===== src/rtl/serial_subtractor.sv =====
// Bit-serial LSB-first subtractor computing a - b - bin_in over WIDTH cycles.
// One full_subtractor cell is reused for every bit, and the borrow is carried in a register.
module full_subtractor (
  input  logic a,
  input  logic b,
  input  logic bin,
  output logic d,
  output logic bout
);
  assign d    = a ^ b ^ bin;
  assign bout = (~a & b) | (~(a ^ b) & bin);
endmodule

module serial_subtractor #(
  parameter int WIDTH = 8
) (
  input  logic             clk,
  input  logic             rst,
  input  logic             start,
  input  logic [WIDTH-1:0] a,
  input  logic [WIDTH-1:0] b,
  input  logic             bin_in,
  output logic             busy,
  output logic             done,
  output logic [WIDTH-1:0] diff,
  output logic             borrow_out,
  output logic             overflow
);
  localparam int CNT_W = (WIDTH > 1) ? $clog2(WIDTH) : 1;

  typedef enum logic [1:0] {IDLE, SHIFT, DONE} state_t;

  state_t           state, state_nxt;
  logic [WIDTH-1:0] a_sh, b_sh, d_sh;
  logic             borrow_reg;
  logic             a_msb, b_msb;
  logic [CNT_W-1:0] cnt;
  logic             fs_d, fs_b;
  logic             accept, last;

  // Signed overflow from the operand signs and the result sign.
  function automatic logic ovf_calc(input logic am, input logic bm, input logic dm);
    return (am != bm) && (dm != am);
  endfunction

  full_subtractor u_fs (
    .a    (a_sh[0]),
    .b    (b_sh[0]),
    .bin  (borrow_reg),
    .d    (fs_d),
    .bout (fs_b)
  );

  always_comb begin
    accept    = start && ((state == IDLE) || (state == DONE));
    last      = (state == SHIFT) && (cnt == CNT_W'(WIDTH - 1));
    state_nxt = state;
    case (state)
      IDLE:    if (accept) state_nxt = SHIFT;
      SHIFT:   if (last) state_nxt = DONE;
      DONE:    state_nxt = accept ? SHIFT : IDLE;
      default: state_nxt = IDLE;
    endcase
  end

  always_ff @(posedge clk) begin
    if (rst) begin
      state      <= IDLE;
      busy       <= 1'b0;
      done       <= 1'b0;
      diff       <= '0;
      borrow_out <= 1'b0;
      overflow   <= 1'b0;
      a_sh       <= '0;
      b_sh       <= '0;
      d_sh       <= '0;
      borrow_reg <= 1'b0;
      a_msb      <= 1'b0;
      b_msb      <= 1'b0;
      cnt        <= '0;
    end else begin
      state <= state_nxt;
      busy  <= (state_nxt == SHIFT);
      done  <= (state_nxt == DONE);
      if (accept) begin
        a_sh       <= a;
        b_sh       <= b;
        d_sh       <= '0;
        borrow_reg <= bin_in;
        a_msb      <= a[WIDTH-1];
        b_msb      <= b[WIDTH-1];
        cnt        <= '0;
      end else if (state == SHIFT) begin
        // One bit pair per edge; the difference enters at the MSB so the word lands LSB-aligned.
        a_sh       <= a_sh >> 1;
        b_sh       <= b_sh >> 1;
        d_sh       <= {fs_d, d_sh[WIDTH-1:1]};
        borrow_reg <= fs_b;
        cnt        <= cnt + 1'b1;
        if (last) begin
          diff       <= {fs_d, d_sh[WIDTH-1:1]};
          borrow_out <= fs_b;
          overflow   <= ovf_calc(a_msb, b_msb, fs_d);
        end
      end
    end
  end
endmodule


===== config.mk =====
export PLATFORM = sky130hd
export DESIGN_NAME = serial_subtractor
export DESIGN_NICKNAME = d
export VERILOG_FILES = /design/src/rtl/serial_subtractor.sv
export SDC_FILE = /design/constraint.sdc
export NUM_CORES = 1
export LEC_CHECK = 0
export CAP_MARGIN = 20
export CORE_MARGIN = 5
export CORE_UTILIZATION = 54
export CTS_BUF_LIST = sky130_fd_sc_hd__clkbuf_4 sky130_fd_sc_hd__clkbuf_8 sky130_fd_sc_hd__clkbuf_16
export DETAILED_ROUTE_END_ITERATION = 10
export PLACE_DENSITY = 0.83
export SLEW_MARGIN = 20
export SYNTH_ARGS = -nofsm -noshare
export SYNTH_HDL_FRONTEND = slang
export SYNTH_SLANG_ARGS = --single-unit

===== constraint.sdc =====
create_clock -name clk -period 3.5 [get_ports clk]
set_input_delay 0.875 -clock clk [delete_from_list [all_inputs] [get_ports clk]]
set_output_delay 0.875 -clock clk [all_outputs]
set_load 0.005 [all_outputs]

==> impl_metrics.prom <==
# TYPE chip_impl_metric gauge
chip_impl_info{name="outcome",value="finished clean"} 1
chip_impl_metric{name="die_y",unit="um"} 65.1
chip_impl_metric{name="placed_wire_length_estimate",unit="mm"} 2.46
chip_impl_metric{name="detail_route.iter0.violations",unit=""} 95
chip_impl_metric{name="ff2ff_setup_slack",unit="ns"} 1.57
chip_impl_metric{name="power_per_cell_area",unit="nW/um2"} 507
chip_impl_info{name="yosys_most_used_dff",value="dfxtp_1"} 1
chip_impl_metric{name="synth_cell_types",unit=""} 25
chip_impl_metric{name="timing.setup.tns",unit="ns"} 0
chip_impl_info{name="worst_setup_path_start_kind",value="input pin"} 1
chip_impl_metric{name="final_antenna_net_count",unit=""} 0
chip_impl_info{name="worst-setup-path-type",value="in2reg"} 1
chip_impl_metric{name="area.growth.synth_to_final",unit="%"} 23.8
chip_impl_info{name="cts_root_buffer",value="clkbuf_4"} 1
chip_impl_metric{name="finalHoldViolations",unit=""} 0
chip_impl_metric{name="num-nets-final",unit=""} 240
chip_impl_metric{name="avgRoutedWirePerCell",unit="um"} 14.8
chip_impl_info{name="netlist.top_cell.by_area",value="dfxtp_1"} 1
chip_impl_metric{name="setup_violations",unit=""} 0
chip_impl_metric{name="drv_cap",unit=""} 0
chip_impl_metric{name="cts-htree-levels",unit=""} 2
chip_impl_metric{name="grt_util_all_layers",unit="%"} 19.3
chip_impl_info{name="critical-path-top-cell-by-count",value="nand2b_1"} 1
chip_impl_metric{name="dpl_cell_area",unit="um2"} 1920
chip_impl_metric{name="layout-drive-gt1-share",unit="%"} 4.59
chip_impl_metric{name="core_area",unit="um2"} 2980
chip_impl_metric{name="syn_inst",unit=""} 193
chip_impl_metric{name="postSynth.asyncResetShare",unit="%"} 0
chip_impl_metric{name="port_buffer_cells",unit=""} 31
chip_impl_info{name="reg_top3",value="a_sh (8), b_sh (8), diff (8)"} 1
chip_impl_metric{name="cts_made_buffers",unit=""} 5
chip_impl_metric{name="synth-seq-cells",unit=""} 43
chip_impl_metric{name="report.final.slew_viol_count",unit=""} 0
chip_impl_metric{name="post-cts-setup-buffer-count",unit=""} 0
chip_impl_info{name="synthTopCellsByArea",value="dfxtp_1, nand2_1, a21oi_1"} 1
chip_impl_metric{name="post_drt_via_cell_ratio",unit=""} 5.80
chip_impl_metric{name="finalWirelength",unit="mm"} 3.71
chip_impl_metric{name="yosys_warnings",unit=""} 0
chip_impl_metric{name="finClkSkew",unit="ns"} 0.0105
chip_impl_metric{name="die_area",unit="um2"} 4230
chip_impl_info{name="end_kind",value="flop"} 1
chip_impl_metric{name="synth-edff-count",unit=""} 0
chip_impl_metric{name="stdcell_area",unit="um2"} 2030
chip_impl_metric{name="floorplan.rows",unit=""} 20
chip_impl_info{name="hold_class",value="reg2reg"} 1
chip_impl_metric{name="floorplan.die.width",unit="um"} 65.1
chip_impl_metric{name="drt_drc_violations_left",unit=""} 0
chip_impl_info{name="critPathSlowestCell",value="nand2b_1"} 1
chip_impl_metric{name="vias",unit=""} 1457
chip_impl_metric{name="cts.hold.buffers_added",unit=""} 0
chip_impl_metric{name="clkLatencyLatePin",unit="ns"} 0.36
chip_impl_metric{name="number_of_nets_produced_by_synthesis",unit=""} 216
chip_impl_metric{name="cts_repair_resize_count",unit=""} 0
chip_impl_metric{name="final_min_period_over_clock_period",unit="%"} 66.3
chip_impl_metric{name="drtPass1Iterations",unit=""} 4
chip_impl_metric{name="grt_antenna_before_repair",unit=""} 0
chip_impl_metric{name="globalplace.congestion",unit=""} 0.743
chip_impl_metric{name="num_antenna_cells",unit=""} 0
chip_impl_metric{name="arrival",unit="ns"} 2.61
chip_impl_metric{name="cts.reportedPaths.clkPinSlew",unit="ns"} 0.13
chip_impl_metric{name="mappedNetlistArea",unit="um2"} 1640
chip_impl_metric{name="worstPathRequired",unit="ns"} 3.79
chip_impl_metric{name="floorplan.initialDensity",unit="%"} 55.0
chip_impl_info{name="cts_tree",value="done"} 1
chip_impl_metric{name="grt_start_max_net_pins",unit=""} 30
chip_impl_metric{name="worst_path_largest_cell_delay",unit="ns"} 0.66
chip_impl_info{name="grt_setup_unrepaired",value="no"} 1
chip_impl_metric{name="finish.utilization",unit="%"} 68.0
chip_impl_metric{name="io-pin-count",unit=""} 32
chip_impl_metric{name="tightest_slew",unit="ns"} 1.02
chip_impl_metric{name="avgSynthCellArea",unit="um2"} 8.48
chip_impl_info{name="synth_top_cells_by_count",value="nand2_1, dfxtp_1, a21oi_1"} 1
chip_impl_metric{name="synth_top_area_share",unit="%"} 52.6
chip_impl_metric{name="max_freq",unit="MHz"} 431
chip_impl_metric{name="time_the_final_worst_path_needs_with_i_o_delays_and_setup",unit="ns"} 2.32
chip_impl_metric{name="timing.slew.headroom",unit="%"} 32.2
chip_impl_metric{name="static-leakage-power",unit="nW"} 0.700
chip_impl_metric{name="multiInputGateArea",unit="um2"} 693
chip_impl_metric{name="crit_fanout",unit=""} 27
chip_impl_metric{name="grt_first_pass_wirelength",unit="mm"} 6.26
chip_impl_metric{name="total_number_of_clock_tree_sinks",unit=""} 43
chip_impl_metric{name="clock_tree.buffer_depth",unit=""} 2
chip_impl_metric{name="area.sequential",unit="um2"} 861
chip_impl_metric{name="grt_pass1_vias",unit=""} 1434
chip_impl_info{name="yosys.cell_count.top_type",value="nand2_1"} 1
chip_impl_metric{name="seq_area_frac_synth",unit="%"} 52.6
chip_impl_metric{name="global_route.overflow_total",unit=""} 0
chip_impl_metric{name="fillers",unit=""} 238
chip_impl_info{name="worstPathCellList",value="clkdlybuf4s50_1, nand2b_1, nand2b_1, a21oi_1"} 1
chip_impl_metric{name="irDropWorstVdd",unit="V"} 0.000330
[per-layer routing]
metal,vias up,wire [um],global-route usage (%)
li1,708,-,-
met2,55,1880,32.8
met5,-,0,0
met1,681,1470,21.2
met3,13,235,6.41
met4,0,127,10.4
[cells in the final DEF, fill, tap and decap left out, types with 3 or more instances in the layout]
cell	Yosys	routed
o22ai_1	7	7
nor3_1	12	12
nand3_1	5	5
dfxtp_1	43	43
clkdlybuf4s50_1	0	31
nand2_1	48	48
a21oi_1	24	24
nor2_1	12	12
clkbuf_4	0	5
nand2b_1	3	3
a311oi_1	7	7
[stage by stage]
step / std cells / worst slack (ns) / hold WS (ns) / power [mW]
2_1_floorplan: 193 / 1.87 / 0.432 / 0.610
3_3_place_gp: 243 / 0.910 / 0.443 / 0.640
3_5_place_dp: 243 / 0.830 / 0.450 / 0.645
4_1_cts: 251 / 1.19 / 0.469 / 1.03
5_1_grt: 251 / 0.982 / 0.493 / 1.07
6_report: 251 / 1.18 / 0.469 / 1.03
[final timing paths]
| check | start | to | cells past startpoint |
|---|---|---|---|
| hold / removal | diff[7]$_SDFFE_PP0P_ | diff[7]$_SDFFE_PP0P_ | 2 |
| setup reg to reg | state[0]$_SDFF_PP0_ | d_sh[6]$_SDFFE_PP0P_ | 3 |
| setup / recovery | start | d_sh[6]$_SDFFE_PP0P_ | 4 |
| hold reg to reg | diff[7]$_SDFFE_PP0P_ | diff[7]$_SDFFE_PP0P_ | 2 |
[layout make-up]
cell class,count,area share [%]
Sequential cell,43,42.5
Multi-Input combinational cell,133,34.2
Timing Repair Buffer,32,15.7
Clock inverter,3,3.34
Tap cell,33,2.04
Clock buffer,5,1.85
Inverter,2,0.371
[worst max-delay path, delay by kind of cell]
kind / cells / cell delay (ns)
AOI/OAI and AO/OA: 1 / 0.24
buffers and inverters: 1 / 0.41
and+or+nand+nor: 2 / 1.08
[power breakdown]
group	switching, mW	internal [mW]	total [mW]
sequential	0.0134	0.512	0.526
clock	0.169	0.222	0.391
combinational	0.0603	0.0508	0.111
total	0.242	0.785	1.03
[cell families after synthesis]
family / count (synthesis) / synth area share, %
adders and majority gates: 3 / 2.75
DFF: 43 / 52.6
xor gates and xnor gates: 1 / 0.535
AOI/OAI and AO/OA: 43 / 16.1
buffers and inverters: 17 / 5.05
and+or+nand+nor: 86 / 22.9
No activity file was read; power rests on OpenSTA's default activity.
